$ cat src/rtl/phys_reg_free_list.sv
// Circular free list of unmapped physical registers: one pop to dispatch, up to two pushes per cycle.
// Optional duplicate-push screening with an in-list bitmap when FREE_LIST_CHECK_EN is defined.
module phys_reg_free_list #(
    parameter int PR_W   = 6,
    parameter int NUM_PR = 64,
    parameter int NUM_AR = 32,
    parameter int DEPTH  = NUM_PR - NUM_AR
) (
    input  logic                         clk,
    input  logic                         rst,
    input  logic                         alloc,
    output logic                         alloc_ok,
    output logic [PR_W-1:0]              PR_new_DP,
    output logic                         empty,
    input  logic                         retire_reg,
    input  logic [PR_W-1:0]              PR_old_RT,
    input  logic                         recover,
    input  logic [PR_W-1:0]              PR_new_flush,
    output logic [$clog2(DEPTH+1)-1:0]   free_cnt,
    output logic                         ovf_err,
    output logic                         dup_err
);

    localparam int PTR_W = $clog2(DEPTH);
    localparam int CNT_W = $clog2(DEPTH+1);

    logic [PR_W-1:0]  mem [DEPTH];
    logic [PTR_W-1:0] head;
    logic [PTR_W-1:0] tail;
    logic [PTR_W-1:0] tail_c;
    logic             r_ok;
    logic             c_ok;
    logic             r_acc;
    logic             c_acc;
    logic             ovf;
    logic [1:0]       push_n;
    logic [CNT_W:0]   room;

    assign empty     = (free_cnt == '0);
    assign alloc_ok  = alloc & ~empty;
    assign PR_new_DP = mem[head];

`ifdef FREE_LIST_CHECK_EN
    logic [NUM_PR-1:0] in_list;
    logic              r_dup;
    logic              c_dup;

    // Retire is first in push order, so a recover matching it is the one treated as the duplicate.
    assign r_dup = retire_reg & in_list[PR_old_RT];
    assign c_dup = recover & (in_list[PR_new_flush] | (retire_reg & (PR_new_flush == PR_old_RT)));
    assign r_ok  = retire_reg & ~r_dup;
    assign c_ok  = recover & ~c_dup;

    always_ff @(posedge clk) begin
        if (!rst) begin
            in_list <= {{(NUM_PR-NUM_AR){1'b1}}, {NUM_AR{1'b0}}};
            dup_err <= 1'b0;
        end else begin
            if (alloc_ok) in_list[PR_new_DP] <= 1'b0;
            if (r_acc)    in_list[PR_old_RT] <= 1'b1;
            if (c_acc)    in_list[PR_new_flush] <= 1'b1;
            if (r_dup | c_dup) dup_err <= 1'b1;
        end
    end
`else
    assign r_ok    = retire_reg;
    assign c_ok    = recover;
    assign dup_err = 1'b0;
`endif

    // Free slots this cycle, counting the slot released by a same-cycle pop; recover loses first.
    assign room   = (CNT_W+1)'(DEPTH) - {1'b0, free_cnt} + {{CNT_W{1'b0}}, alloc_ok};
    assign r_acc  = r_ok & (room != '0);
    assign c_acc  = c_ok & (room > {{CNT_W{1'b0}}, r_acc});
    assign ovf    = (r_ok & ~r_acc) | (c_ok & ~c_acc);
    assign push_n = {1'b0, r_acc} + {1'b0, c_acc};
    assign tail_c = r_acc ? tail + 1'b1 : tail;

    always_ff @(posedge clk) begin
        if (!rst) begin
            for (int i = 0; i < DEPTH; i++) begin
                mem[i] <= PR_W'(NUM_AR + i);
            end
            head     <= '0;
            tail     <= '0;
            free_cnt <= CNT_W'(DEPTH);
            ovf_err  <= 1'b0;
        end else begin
            if (r_acc) mem[tail]   <= PR_old_RT;
            if (c_acc) mem[tail_c] <= PR_new_flush;
            if (alloc_ok) head <= head + 1'b1;
            tail     <= tail + PTR_W'(push_n);
            free_cnt <= free_cnt + CNT_W'(push_n) - CNT_W'(alloc_ok);
            if (ovf) ovf_err <= 1'b1;
        end
    end

endmodule
$ cat config.mk
export PLATFORM = sky130hd
export DESIGN_NAME = phys_reg_free_list
export DESIGN_NICKNAME = d
export VERILOG_FILES = /design/src/rtl/phys_reg_free_list.sv
export SDC_FILE = /design/constraint.sdc
export NUM_CORES = 1
export LEC_CHECK = 0
export ABC_AREA = 1
export CAP_MARGIN = 20
export CORE_ASPECT_RATIO = 2
export CORE_MARGIN = 2
export CORE_UTILIZATION = 55
export DETAILED_ROUTE_END_ITERATION = 16
export PLACE_DENSITY = 0.69
export SETUP_SLACK_MARGIN = 0.2
export SLEW_MARGIN = 20
export SYNTH_ARGS = -nofsm -noshare
export SYNTH_HDL_FRONTEND = slang
export SYNTH_SLANG_ARGS = --single-unit
export TNS_END_PERCENT = 1
$ cat constraint.sdc
create_clock -name clk -period 14.3 [get_ports clk]
set_clock_uncertainty 0.15 [all_clocks]
set_input_delay 2.86 -clock clk [delete_from_list [all_inputs] [get_ports clk]]
set_output_delay 2.86 -clock clk [all_outputs]
set_load 0.03 [all_outputs]
==> results.md, run 1 <==
* Outcome: finished, final reports clean
* Initial Utilization at ~56%
* Netlist cell types at 38
* Critical Path AT at between 4000 and 5000 ps
* Gr ovfl total at 0
* Worst Setup End Kind: output pin
* CP required at about 11,000 ps
* Crit Path Max Fanout at 66
* CTS-repair resized insts at 0
* Clk sinks at between 200 and 250
* Slew @ Worst Pin at between 1000 and 1500 ps
* # fillers at 2,212
* Largest area contributor in the netlist: edfxtp_1
* Post-Synth Simple-Gate Area at between 30% and 40%
* Final Setup Violations at 0
* Sequential fraction of design power at roughly two fifths
* Asr flop ratio synth at 0%
* CTS H-tree depth at 1
* Combinational share of power at 28.1%
* Initial DRC count at 1,357
* Post-synth top cells: 486 x nand2_1, 279 x nor2_1, 200 x nand3_1, 192 x edfxtp_1, 173 x o21ai_0
* Seq/Total Area, Yosys at a little under half
* Hold-fix buffers at CTS at 0
* I/O pins at 33
* Vias in the first global route at about 12k
* Slew margin rel. at between 20% and 30%
* Post-route DRC at 0
* Worst setup SP type: register
* Count leader, synth: nand2_1
* Area grow syn2layout at 7.32%
* TritonCTS buffer count at 21
* Largest family of logic cells by synthesized area: simple AND/OR/NAND/NOR gates
* #FFs+latches synth at roughly 210
* Nets at ~1.8k
* CP max-delay cell: clkdlybuf4s50_1
* Hold crit path type: register to register
* DP Wirelength at slightly below 30,000 um
* Adder-cell area share of the yosys netlist at about 2.4%
* Post CTS Setup Buffer Count at 0
* Register-to-register setup slack at 8860 ps
* Via/cell ratio at slightly above 6
* Core outline area at 24,300 um2
* GR Util All Layers at between 30% and 40%
* Routed Antenna Nets at 0
* Post-synth EDFFs at 192
* Fin crit share at 51.3%
* Lkg Pwr at around 5.3 nW
* Initial antenna violation count at 0
* Die ar. at between 20,000 and 30,000 um2
* Fmax at between 100 and 150 MHz
* Worst skew pair latency at 510 ps
* Net Sw Frac at between 30% and 40%
* Die span in x at roughly 120 um
* Post-synthesis mux area share at 0%
* IR drop worst, VDD at between 100 and 150 uV
* Pin count of the biggest net entering global routing at 67
* ANT cells at 0
* FF/Latch Area at 6210 um2
* Clk pin slew, worst setup/hold paths at roughly 70 ps
* Int Power at about 1.2 mW
* Min cycle time layout at around 7300 ps
* Switching pwr at 648 uW
* Final wirelength at between 40,000 and 50,000 um
* Synth top area share at a little over two fifths
* Top FF cell, synth: edfxtp_1
* Synthesis Warnings at 0
* Crit-path max cell delay at approximately 730 ps
* Synth Area in XOR/XNOR at 0.193%
* Top post-synthesis cells by area: edfxtp_1 42%, nand2_1 13%, nor2_1 7.7%
* DR WL/cell at approximately 22 um
* Layout cells sized above 1 at 6.30%
* Unrepaired setup endpoints after global routing: false
* Max_cap viols at 0
* Gpl congestion at 0.938
* Drt first pass iters at 5
* Net Count, Synth at ~1.8k
* CTS max path bufs at 3
* Final std cells w/o fill at ~2.0k
* PortBufs at 31
* Final Max Tran Viols at 0
* Final core utilization at roughly 60%
* Clock root buffer: clkbuf_16
* Placed Cells at 1,982
* Clock share of power at around a third
* Fin Hold WS at ~350 ps
* Die height at roughly 230 um
* Compound-cell area share of the yosys netlist at between 10% and 20%
* Final setup TNS at 0 ps
* PD cells at between 100 and 150 nW/um2
* Final hold vios at 0
* CP Class: register to output pin
* Post-synthesis cell count at roughly 1.8k
* Avg Synthesized Cell Area at about 7.7 um2
* CTS tree: yes
* Vias at about 12k
* First-pass GRT wire length at 66,500 um
* Synthesized cell area at roughly 14,000 um2
* Rows at a little over 80
* Multi-input logic area at ~6400 um2
* Crit-path cells: buf_4, inv_2, buf_4, o21ai_0, o22ai_1, nor2_1, o21ai_0, nor2_1, a21oi_1, clkdlybuf4s50_1
[layer usage]
metal / part of all wire (%) / track usage, % / vias up
met5: 0 / 0 / -
met4: 8.2 / 25.6 / 0
met3: 8.5 / 4.30 / 216
met2: 51 / 59.9 / 702
met1: 33 / 36.6 / 5719
li1: - / - / 5833
[through the flow]
step,worst slack (ps),instance area [um2],power (mW)
2_1_floorplan,7670,13600,1.11
3_3_place_gp,6680,13800,1.27
3_5_place_dp,6570,13800,1.27
4_1_cts,6970,14600,1.87
5_1_grt,6520,14600,1.94
6_report,6970,14600,1.87
[cell type report]
cell class                      instances  share of cell area (%)
Clock buffer                           23                    3.66
Clock inverter                         14                    1.39
Inverter                               83                    2.15
Multi-Input combinational cell       1335                    44.0
Sequential cell                       214                    42.6
Tap cell                              290                    2.49
Timing Repair Buffer                   61                    3.69
[worst paths after layout]
check / start / endpoint / cells past startpoint
setup / recovery: register / PR_new_DP[3] / 10
hold / removal: ovf_err / ovf_err / 2
setup reg to reg: free_cnt[2] / mem[5][0] / 25
hold reg to reg: ovf_err / ovf_err / 2
[cells in the final DEF, fill, tap and decap left out, drive strengths merged, types with 11 or more instances in the layout]
cell,netlist,layout
o221ai,36,36
nand2,502,502
nor2,297,297
clkdlybuf4s50,0,30
clkbuf,86,23
ha,23,23
edfxtp,192,192
o21bai,47,47
buf,48,31
o22ai,12,12
a21oi,11,11
o21ai,179,179
inv,81,82
nand3,205,205
dfxtp,22,22
[cells by family (layout without fill, tap and decap cells)]
logic type,after synthesis,count (layout)
buffers and inverters,217,181
adder cells (fa/ha/maj),25,25
XOR/XNOR,3,3
AND/OR/NAND/NOR,1011,1011
other,1,1
AO/OA/AOI/OAI,295,295
flip-flops,214,214
[power groups by stage]
stage,registers (mW),clock network (mW),logic (mW)
5_1_grt,0.743,0.627,0.574
2_1_floorplan,0.760,0,0.349
6_report,0.740,0.604,0.526
3_3_place_gp,0.753,0,0.512
4_1_cts,0.740,0.606,0.520
3_5_place_dp,0.754,0,0.519
[critical path, delay by kind of cell (launching register included)]
| family | cells | cell delay, ps |
|---|---|---|
| and+or+nand+nor | 2 | 160 |
| AOI/OAI and AO/OA | 4 | 1250 |
| buffers and inverters | 4 | 2010 |
| DFF | 1 | 310 |
[sequential cells by signal, indices dropped and copies added (netlist names), named ones only]
signal    flops
free_cnt      6
head          5
mem         192
ovf_err       1
tail          5
Power figures use the tool's default switching activity.
==> run 2, diff against run 1 <==
- clock period: 14.3 -> 7.4 ns (I/O delays scaled with it)
==> run 2 against run 1 <==
Net effect:
- worst hold slack got worse by 13 ps
- non-clock buffer count increased by 3
- power increased by 87%
- first-iteration DRC count increased by 9.6%
- register-to-register slack got worse by 6800 ps
- sequential power increased by 95%
- die area unchanged
- wire length increased by 1.8%
- global-route usage increased by 0.28 points
- combinational power increased by 96%
- highest routed layer unchanged
- clock power increased by 71%
- cell count about the same
==> results.md, run 2 (synthesized netlist as in run 1, its figures left out) <==
* Clock share of power at 29.3% (was 32.3%)
* CP Class: input pin to register (was register to output pin)
* GR Util All Layers at 34.4% (was 34.1%)
* Worst Setup SP: alloc
* Die span in x at 115 um (unchanged)
* R2r endpoint: mem[28][2] (was mem[5][0])
* Hold-fix buffers at CTS at 0 (unchanged)
* Clock root buffer: clkbuf_16 (unchanged)
* Crit Path Max Fanout at 35 (was 66)
* Int Power at 2.23 mW (was 1.22 mW)
* CTS tree: yes (unchanged)
* Initial Utilization at 55.9% (unchanged)
* Via/cell ratio at 6.23 (was 6.17)
* DP Wirelength at 29,800 um (was 29,100 um)
* DR WL/cell at 22.0 um (was 21.7 um)
* Outcome: finished, final reports clean (unchanged)
* Vias at 12.6k (was 12.5k)
* Commonest non-fill, non-tap cell in the layout: nand2_1 (unchanged)
* Lkg Pwr at 5.23 nW (was 5.26 nW)
* Worst Hold Path EP: ovf_err (unchanged)
* Tot Pwr at 3.49 mW (was 1.87 mW)
* Worst setup SP type: input pin (was register)
* CP required at 7450 ps (was 11,290 ps)
* Nets at 1,761 (was 1,758)
* Clk sinks at 214 (unchanged)
* Fin crit share at between 70 and 80%
* Slew margin rel. at 28.7% (was 20.3%)
* Routed Antenna Nets at 0 (unchanged)
* Final Max Tran Viols at 0 (unchanged)
* Sequential fraction of design power at 41.2% (was 39.6%)
* I/O pins at 33 (unchanged)
* Largest registers: mem: 192 flops, free_cnt: 6 flops (unchanged)
* CTS-repair resized insts at 0 (unchanged)
* Combinational share of power at 29.5% (was 28.1%)
* Min cycle time layout at between 5000 and 6000 ps
* Rows at 81 (unchanged)
* Pin count of the biggest net entering global routing at 69 (was 67)
* IR drop worst, VDD at 292 uV (was 129 uV)
* Vias in the first global route at 11.9k (was 12.0k)
* Final wirelength at 44,600 um (was 43,800 um)
* Hold crit path type: register to register (unchanged)
* Final hold vios at 0 (unchanged)
* PortBufs at 31 (unchanged)
* Gpl congestion at 0.924 (was 0.938)
* Unrepaired setup endpoints after global routing: false (unchanged)
* CTS max path bufs at 3 (unchanged)
* Post-route DRC at 0 (unchanged)
* Critical Path AT at 5870 ps (was 4320 ps)
* Clk pin slew, worst setup/hold paths at 60 ps (was 70 ps)
* First-pass GRT wire length at 66,700 um (was 66,500 um)
* Net Sw Frac at 36.3% (was 34.7%)
* Initial DRC count at 1,487 (was 1,357)
* CTS H-tree depth at 1 (unchanged)
* Worst Setup End Kind: register (was output pin)
* Final setup TNS at 0 ps (unchanged)
* Area grow syn2layout at 6.81% (was 7.32%)
* Drt first pass iters at 8 (was 5)
* Post CTS Setup Buffer Count at 0 (unchanged)
* TritonCTS buffer count at 21 (unchanged)
* Fmax at roughly 170 MHz
* Initial antenna violation count at 0 (unchanged)
* Slew @ Worst Pin at 1070 ps (was 1190 ps)
* Register-to-register setup slack at 2090 ps (was 8860 ps)
* Gr ovfl total at 0 (unchanged)
* Worst skew pair latency at 520 ps (was 510 ps)
* R2r startpoint: free_cnt[2] (unchanged)
* Layout cells sized above 1 at 6.29% (was 6.30%)
* Max_cap viols at 0 (unchanged)
* Switching pwr at 1.27 mW (was 648 uW)
* Core outline area at 24,300 um2 (unchanged)
* WHS Path Cells at 2 (unchanged)
* Reg2reg path depth at 26 (was 25)
* Die height at 226 um (unchanged)
* Worst Hold Launch: ovf_err (unchanged)
* Max reg flops at 192 (unchanged)
* PD cells at 241 nW/um2 (was 128 nW/um2)
* Most flops, register: mem (unchanged)
* Final core utilization at 59.7% (was 59.9%)
* Final Setup Violations at 0 (unchanged)
* Die ar. at 26,000 um2 (unchanged)
* ANT cells at 0 (unchanged)
* Most frequent cells in the layout: 486 x nand2_1, 279 x nor2_1, 200 x nand3_1, 192 x edfxtp_1, 173 x o21ai_0 (unchanged)
-- run 2: changes by cell type in the layout (fill, tap and decap cells not counted), sizes merged --
cell,change
clkinv,+1
bufinv,-4
inv,+1
clkbuf,+1
buf,+3
-- run 2: layer usage --
metal  GRT usage, %  vias to the layer above  wire, um
met5              0                        -         0
met4           26.2                        0      4000
met3           5.61                      241      4260
met2           58.8                      757     21800
met1           37.4                     5769     14500
li1               -                     5835         -
-- run 2: power groups by stage --
stage | combinational (mW) | clock [mW] | sequential [mW]
2_1_floorplan | 0.674 | 0 | 1.47
3_3_place_gp | 0.997 | 0 | 1.46
3_5_place_dp | 1.01 | 0 | 1.46
4_1_cts | 1.01 | 1.03 | 1.44
5_1_grt | 1.11 | 1.07 | 1.45
6_report | 1.03 | 1.03 | 1.44
-- run 2: worst max path at each step --
stage | end | slack, ps | depth (start not counted)
2_1_floorplan | free_cnt[4] | 2150 | 30
3_3_place_gp | mem[4][2] | 1220 | 23
3_5_place_dp | mem[28][5] | 1080 | 24
4_1_cts | mem[28][2] | 1630 | 24
5_1_grt | mem[0][3] | 1170 | 23
6_report | mem[28][2] | 1580 | 24
-- run 2: metrics by stage --
stage          setup WS (ps)  std cells  instance area [um2]  hold slack, ps
2_1_floorplan           2150       1766                13600             309
3_3_place_gp            1220       1983                13800             314
3_5_place_dp            1080       1984                13900             317
4_1_cts                 1630       2020                14500             341
5_1_grt                 1170       2022                14500             364
6_report                1580       2022                14500             335
-- run 2: area by class of cell --
type / instances / area, um2
clock buffers: 24 / 537
clock inverters: 12 / 91.3
fillers: 2249 / 9810
inverters: 83 / 314
multi-input cells: 1335 / 6420
flip-flops and latches: 214 / 6210
well taps: 290 / 363
repair buffers: 64 / 576
-- run 2: critical path, stage by stage --
cell,delay (ps)
clkdlybuf4s50_1,450
nand2_1,120
ha_1,230
inv_1,50
ha_1,180
nand2_1,90
xor2_1,140
nand2_1,80
nor2_2,190
nand2_4,150
nand2_8,130
inv_1,80
ha_1,290
o21ai_0,160
nor2_1,90
nand2_1,70
nand2_1,60
nor2_1,340
nand3_2,110
buf_4,250
inv_2,520
buf_4,270
nand2_1,70
nand3_1,260
